File: src/rtl/idma_inoc_pkg.sv
// Shared types and constants for the iDMA-iNoC read-command path.
package idma_inoc_pkg;

  localparam int unsigned IDMA_4K_BYTES = 4096;
  localparam int unsigned OUTSTD_W      = 5;

  typedef enum logic [2:0] {
    ST_IDLE,
    ST_CALC,
    ST_ISSUE,
    ST_DRAIN,
    ST_DONE
  } idma_rd_sched_state_e;

endpackage

File: src/rtl/idma_inoc_rd_burst_calc.sv
// Burst length = min(remaining beats, MAX_BURST_BEATS, beats left before the
// next 4 KB page when page crossing is disallowed). Purely combinational.
module idma_inoc_rd_burst_calc
  import idma_inoc_pkg::*;
#(
  parameter int DATA_BYTES      = 32,
  parameter int MAX_BURST_BEATS = 16
) (
  input  logic [31:0] i_remaining,
  input  logic [11:0] i_addr_lo,
  input  logic        i_cross4k_en,
  output logic [8:0]  o_len
);

  localparam int OFF_W = $clog2(DATA_BYTES);

  logic [12:0] w_bytes_to_4k;
  logic [12:0] w_beats_to_4k;
  logic [8:0]  w_len;

  // Address is beat aligned, so the page remainder is always at least one beat.
  assign w_bytes_to_4k = 13'(IDMA_4K_BYTES) - {1'b0, i_addr_lo};
  assign w_beats_to_4k = w_bytes_to_4k >> OFF_W;

  // Successive min against each limit.
  always_comb begin
    w_len = 9'(MAX_BURST_BEATS);
    if (i_remaining < 32'(MAX_BURST_BEATS)) w_len = i_remaining[8:0];
    if (!i_cross4k_en && ({4'd0, w_len} > w_beats_to_4k)) w_len = w_beats_to_4k[8:0];
  end

  assign o_len = w_len;

endmodule

File: src/rtl/idma_inoc_rd_burst_sched.sv
// Read-command scheduler: splits one (addr, beats) request into AXI AR bursts,
// tracks outstanding bursts and pulses rd_done_intr when all have returned.
// Optional feature macro: IDMA_INOC_RD_PERF_CNT_EN adds burst/stall counters.
module idma_inoc_rd_burst_sched
  import idma_inoc_pkg::*;
#(
  parameter int AXI4_ADDRESS_WIDTH = 32,
  parameter int DATA_BYTES         = 32,
  parameter int MAX_BURST_BEATS    = 16
) (
  input  logic                          aclk,
  input  logic                          areset,
  input  logic                          rd_req,
  input  logic [AXI4_ADDRESS_WIDTH-1:0] rd_addr,
  input  logic [31:0]                   rd_num,
  input  logic                          rd_afifo_init,
  input  logic [3:0]                    cfg_outstd,
  input  logic                          cfg_outstd_en,
  input  logic                          cfg_cross4k_en,
  output logic                          arvalid,
  input  logic                          arready,
  output logic [AXI4_ADDRESS_WIDTH-1:0] araddr,
  output logic [7:0]                    arlen,
  input  logic                          r_burst_done,
  output logic                          cfg_ready,
  output logic                          rd_done_intr,
  output logic                          err_unexp_done
`ifdef IDMA_INOC_RD_PERF_CNT_EN
  ,
  output logic [15:0]                   perf_burst_cnt,
  output logic [15:0]                   perf_stall_cnt
`endif
);

  localparam int AW    = AXI4_ADDRESS_WIDTH;
  localparam int OFF_W = $clog2(DATA_BYTES);
  localparam logic [AW-1:0] ADDR_MASK = ~AW'(DATA_BYTES - 1);

  idma_rd_sched_state_e r_state, w_nstate;

  logic [AW-1:0]       r_addr;
  logic [31:0]         r_rem;
  logic [8:0]          r_len;
  logic [8:0]          w_len;
  logic [OUTSTD_W-1:0] r_outstd;
  logic                r_err;
  logic                r_abort_pend;
  logic                r_arvalid, w_arvalid_nxt;
  logic [AW-1:0]       r_araddr,  w_araddr_nxt;
  logic [7:0]          r_arlen,   w_arlen_nxt;
  logic                r_ready,   w_ready_nxt;
  logic                r_done,    w_done_nxt;

  logic          w_hs, w_accept, w_abort_now, w_clear, w_can_issue, w_last;
  logic [AW-1:0] w_step;

  idma_inoc_rd_burst_calc #(
    .DATA_BYTES      (DATA_BYTES),
    .MAX_BURST_BEATS (MAX_BURST_BEATS)
  ) u_calc (
    .i_remaining  (r_rem),
    .i_addr_lo    (r_addr[11:0]),
    .i_cross4k_en (cfg_cross4k_en),
    .o_len        (w_len)
  );

  assign w_hs        = r_arvalid && arready;
  assign w_accept    = (r_state == ST_IDLE) && rd_req && !rd_afifo_init;
  // An init that lands while AR is presented must wait for the handshake.
  assign w_abort_now = rd_afifo_init && !((r_state == ST_ISSUE) && r_arvalid);
  assign w_clear     = w_abort_now || (w_hs && (rd_afifo_init || r_abort_pend));
  assign w_can_issue = !cfg_outstd_en || (r_outstd <= {1'b0, cfg_outstd});
  assign w_last      = (r_rem == {23'd0, r_len});
  assign w_step      = AW'(r_len) << OFF_W;

  // State register.
  always_ff @(posedge aclk or posedge areset) begin
    if (areset) r_state <= ST_IDLE;
    else        r_state <= w_nstate;
  end

  // Next-state logic; any effective abort returns to IDLE.
  always_comb begin
    w_nstate = r_state;
    case (r_state)
      ST_IDLE:  if (w_accept) w_nstate = (rd_num == 32'd0) ? ST_DONE : ST_CALC;
      ST_CALC:  w_nstate = ST_ISSUE;
      ST_ISSUE: if (w_hs) w_nstate = w_last ? ST_DRAIN : ST_CALC;
      ST_DRAIN: if (r_outstd == '0) w_nstate = ST_DONE;
      ST_DONE:  w_nstate = ST_IDLE;
      default:  w_nstate = ST_IDLE;
    endcase
    if (w_clear) w_nstate = ST_IDLE;
  end

  // Output logic: next values for the registered AR / status outputs.
  always_comb begin
    w_arvalid_nxt = r_arvalid;
    w_araddr_nxt  = r_araddr;
    w_arlen_nxt   = r_arlen;
    if (w_hs)
      w_arvalid_nxt = 1'b0;
    else if (!w_clear && w_can_issue &&
             ((r_state == ST_CALC) || ((r_state == ST_ISSUE) && !r_arvalid)))
      w_arvalid_nxt = 1'b1;
    if (r_state == ST_CALC) begin
      w_araddr_nxt = r_addr;
      w_arlen_nxt  = 8'(w_len - 9'd1);
    end
    w_ready_nxt = (w_nstate == ST_IDLE);
    w_done_nxt  = (w_nstate == ST_DONE);
  end

  // Output registers.
  always_ff @(posedge aclk or posedge areset) begin
    if (areset) begin
      r_arvalid <= 1'b0;
      r_araddr  <= '0;
      r_arlen   <= '0;
      r_ready   <= 1'b1;
      r_done    <= 1'b0;
    end else begin
      r_arvalid <= w_arvalid_nxt;
      r_araddr  <= w_araddr_nxt;
      r_arlen   <= w_arlen_nxt;
      r_ready   <= w_ready_nxt;
      r_done    <= w_done_nxt;
    end
  end

  // Request datapath: latch, per-burst length, advance on handshake.
  always_ff @(posedge aclk or posedge areset) begin
    if (areset) begin
      r_addr       <= '0;
      r_rem        <= '0;
      r_len        <= '0;
      r_abort_pend <= 1'b0;
    end else begin
      if (w_accept) begin
        r_addr <= rd_addr & ADDR_MASK;
        r_rem  <= rd_num;
      end else if (w_clear) begin
        r_rem <= '0;
      end else if (w_hs) begin
        r_addr <= r_addr + w_step;
        r_rem  <= r_rem - {23'd0, r_len};
      end
      if (r_state == ST_CALC) r_len <= w_len;
      if (w_hs || w_abort_now) r_abort_pend <= 1'b0;
      else if (rd_afifo_init)  r_abort_pend <= 1'b1;
    end
  end

  // Outstanding-burst counter and sticky unexpected-completion flag.
  always_ff @(posedge aclk or posedge areset) begin
    if (areset) begin
      r_outstd <= '0;
      r_err    <= 1'b0;
    end else if (w_clear) begin
      r_outstd <= '0;
      r_err    <= 1'b0;
    end else if (w_hs && !r_burst_done) begin
      r_outstd <= r_outstd + 1'b1;
    end else if (r_burst_done && !w_hs) begin
      if (r_outstd == '0) r_err    <= 1'b1;
      else                r_outstd <= r_outstd - 1'b1;
    end
  end

  assign arvalid        = r_arvalid;
  assign araddr         = r_araddr;
  assign arlen          = r_arlen;
  assign cfg_ready      = r_ready;
  assign rd_done_intr   = r_done;
  assign err_unexp_done = r_err;

`ifdef IDMA_INOC_RD_PERF_CNT_EN
  logic [15:0] r_perf_burst, r_perf_stall;

  // Saturating burst / limit-stall counters, cleared when a request is taken.
  always_ff @(posedge aclk or posedge areset) begin
    if (areset) begin
      r_perf_burst <= '0;
      r_perf_stall <= '0;
    end else if (w_accept) begin
      r_perf_burst <= '0;
      r_perf_stall <= '0;
    end else begin
      if (w_hs && (r_perf_burst != 16'hFFFF)) r_perf_burst <= r_perf_burst + 1'b1;
      if ((r_state == ST_ISSUE) && !r_arvalid && !w_can_issue && (r_perf_stall != 16'hFFFF))
        r_perf_stall <= r_perf_stall + 1'b1;
    end
  end

  assign perf_burst_cnt = r_perf_burst;
  assign perf_stall_cnt = r_perf_stall;
`endif

endmodule

File: config.mk
export PLATFORM = sky130hd
export DESIGN_NAME = idma_inoc_rd_burst_sched
export DESIGN_NICKNAME = d
export VERILOG_FILES = /design/src/rtl/idma_inoc_pkg.sv /design/src/rtl/idma_inoc_rd_burst_calc.sv /design/src/rtl/idma_inoc_rd_burst_sched.sv
export SDC_FILE = /design/constraint.sdc
export NUM_CORES = 1
export LEC_CHECK = 0
export ABC_CLOCK_PERIOD_IN_PS = 3600
export CORE_MARGIN = 3
export CORE_UTILIZATION = 25
export DETAILED_ROUTE_END_ITERATION = 7
export GPL_ROUTABILITY_DRIVEN = 0
export HOLD_SLACK_MARGIN = 0.12
export PLACE_DENSITY = 0.44
export SETUP_SLACK_MARGIN = 0.05
export SLEW_MARGIN = 0
export SYNTH_ARGS = -nofsm -noshare
export SYNTH_HDL_FRONTEND = slang
export SYNTH_SLANG_ARGS = --single-unit
File: constraint.sdc
create_clock -name aclk -period 3.6 [get_ports aclk]
set_input_delay 0.36 -clock aclk [delete_from_list [all_inputs] [get_ports aclk]]
set_output_delay 0.36 -clock aclk [all_outputs]
set_load 0.03 [all_outputs]
==> results.toml <==
[yosys]
async_flop_share = 1.00
synth_xor_area_frac = 0.0725
ys_ff_latch = 116
avgSynthCellArea_um2 = 8.56
synth-compound-area-share = 0.168
netlist_instances = 833
synth_edf_count = 0
synthFlopType = "dfrtp_1"
ys_seq_area_frac = 0.407
synthSimpleGateAreaFrac = 0.223
synth_adder_area_share = 0.0716
yosysWarnings = 0
synth_top_family_by_area = "simple AND/OR/NAND/NOR gates"
synth_area_mm2 = 0.00713
synthDistinctLibCells = 62
muxShareOfSynthArea = 0.0153

[power]
power.total_uw = 5930
ir_worst_vdd_uv = 334
p_per_area_mw_per_mm2 = 607
p_leak_uw = 0.00425

[placement]
placed_cells = 1329
dp_hpwl_um = 16100
numPortBuffers = 109

[setup_path]
path_class = "flip-flop to flip-flop"
crit_arrival_ps = 3880
r2r_end = "arlen[6]$_DFFE_PP0P_"
critPathTopFamily = "simple AND/OR/NAND/NOR gates"
slowest_delay_ps = 540
critPathMaxFanout = 7
cp.buffers_inverters = 2
r2r_setup_slack_ps = 50
r2r_start = "r_rem[13]$_DFFE_PP0P_"
cp.depth = 13
start_kind = "flip-flop"
critPathCaptureType = "flip-flop"
critPathSlowestCell = "or4_4"
reg2reg_depth = 13
cp.required_ps = 3940
crit_path_cell_trace = "or4_4 > nand4bb_4 > nor2_4 > inv_2 > ha_4 > nand4_1 > o221a_2 > o21ai_2 > nand2_2 > buf_6 > mux2_4 > a311o_1 > a31oi_1"

[min_path]
min_path_type = "input pin to asynchronous set/reset pin"

[timing]
fin_crit_ps = 3550
hold_viol = 0
final_max_slew_viol_count = 0
relSlewSlack = 0.487
period_share = 0.985
rsz0062_at_grt = "yes"
fin_skew_ps = 7.33
setup_viol = 0
tightest_slew_ps = 762
tns_ps = 0
hold_slack_ps = 436
achievable-frequency_mhz = 282

[global_route]
grt_pass1_wl_um = 35300
grt_max_degree = 53
overflow = 0
grtUsageTotal = 0.145
grt_pass1_vias = 6349
antenna_found_initial = 0

[clock_tree]
clock_tree.buffer_depth = 2
clk_pin_slew_worst_paths_ps = 60
cts_hold_buffers = 0
clock_sinks = 116
root_buffer = "clkbuf_16"
cts_tree = "done"
cts_buffers = 17
clock_latency_ps = 410
htree_levels = 4

[routing]
drc = 0
num_vias = 6344
first_pass_iters = 4
postRouteAntennaNets = 0
wire_per_inst_um = 15.9
routed_via_density = 4.62
routed_wl_um = 21800
drtIter0Drc = 341

[floorplanning]
ios = 120
initial_core_util = 0.255
die_h_um = 175
dieArea_mm2 = 0.0306
die_w_um = 175
rows = 61
core_mm2 = 0.0279

[run]
maxCapViolCount = 0

[layout]
layout.nets = 1098
layout-drive-gt1-share = 0.127
area_delta_synth_final_pct = 36.9
final_cells = 1374
antenna_cells = 0

[run_status]
outcome = "finished, final reports clean"
## worst max-delay path by stage
stage,from,to
after detailed placement,r_rem[13]$_DFFE_PP0P_,arlen[4]$_DFFE_PP0P_
after floorplan,r_rem[12]$_DFFE_PP0P_,arlen[4]$_DFFE_PP0P_
after CTS,r_rem[15]$_DFFE_PP0P_,arlen[4]$_DFFE_PP0P_
after global routing,r_rem[13]$_DFFE_PP0P_,arlen[4]$_DFFE_PP0P_
final,r_rem[13]$_DFFE_PP0P_,arlen[6]$_DFFE_PP0P_
after global placement,r_rem[13]$_DFFE_PP0P_,arlen[4]$_DFFE_PP0P_
## cell usage in the layout, fill, tap and decap left out, types with 5 or more instances in the layout
master / n
o2111ai_1: 7
buf_4: 52
xor2_1: 37
nor2_1: 51
dfrtp_1: 115
o21ai_0: 59
a211oi_1: 6
and2_1: 5
a21o_1: 11
inv_1: 30
xnor2_1: 20
nand4_1: 9
ha_1: 32
o211ai_1: 13
nor3_1: 25
nor4_1: 15
conb_1: 8
nand2_1: 173
nand3_1: 24
mux2i_1: 5
or2_2: 5
clkbuf_16: 17
nor2b_1: 6
a31oi_1: 6
a21oi_1: 35
clkdlybuf4s50_1: 109
o31ai_1: 16
o21a_1: 5
## flip-flops by register name, summed over array words and instances, names as in the netlist
name,flops
r_len,9
r_outstd,5
rd_done_intr,1
r_addr,27
arvalid,1
arlen,8
r_state,3
err_unexp_done,1
cfg_ready,1
r_abort_pend,1
araddr,27
r_rem,32
## kinds of logic after synthesis
family / after synthesis
simple gates: 345
buf+inv: 74
compound gates: 189
flops: 116
other cells: 1
fa+ha+maj: 39
xor+xnor: 59
mux: 10
## power breakdown
part           switching (µW)  internal, µW  leakage (µW)
clock                     644          1200      0.000312
sequential                225          1560       0.00149
combinational            1270          1030       0.00245
## layout make-up
| type | instances | area, µm² |
|---|---|---|
| clock buffers | 21 | 460 |
| clock inverters | 11 | 174 |
| fillers | 2961 | 18200 |
| inverters | 34 | 130 |
| multi-input cells | 650 | 4080 |
| flip-flops and latches | 116 | 2900 |
| well taps | 378 | 473 |
| repair buffers | 164 | 1530 |
## Yosys cell counts (9+ instances only)
cell	number	area, µm²
dfrtp_1	115	2880
inv_1	34	128
nand4_1	9	56.3
nor4_1	15	93.8
o211ai_1	13	97.6
clkbuf_1	30	113
ha_1	36	450
a21oi_1	36	180
o21ai_0	63	315
nand3_1	24	120
o31ai_1	16	120
xnor2_1	21	184
nand2_1	175	657
nor3_1	25	125
a21o_1	11	82.6
xor2_1	38	333
nor2_1	51	191
## per-layer routing
metal / up-vias / part of all wire / global-route usage
li1: 3218 / - / -
met1: 3019 / 0.48 / 0.200
met2: 88 / 0.47 / 0.234
met3: 19 / 0.035 / 0.0313
met4: 0 / 0.013 / 0.0356
met5: - / 0 / 0
## worst register-to-register path, stage by stage, from the launching register on
cell	delay, ps
dfrtp_1	390
or4_4	540
nand4bb_4	280
nor2_4	210
inv_2	80
ha_4	270
nand4_1	110
o221a_2	300
o21ai_2	150
nand2_2	150
buf_6	170
mux2_4	330
a311o_1	320
a31oi_1	160
## metrics by stage
stage | worst slack (ps) | utilization | cell area, µm²
final | 52.6 | 0.349 | 9760
after global routing | -61.6 | 0.349 | 9760
after CTS | 39.8 | 0.347 | 9690
after detailed placement | -43.4 | 0.319 | 8920
after global placement | 3.49 | 0.319 | 8920
after floorplan | -61.5 | - | 7180
## what timing repair did
action                     CTS  global route
hold endpoints to repair     0             0
pin swaps                   11             7
setup endpoints to repair    2             6
buffers inserted             9             4
gates resized for setup     14             7
No activity file was read; power rests on OpenSTA's default activity.
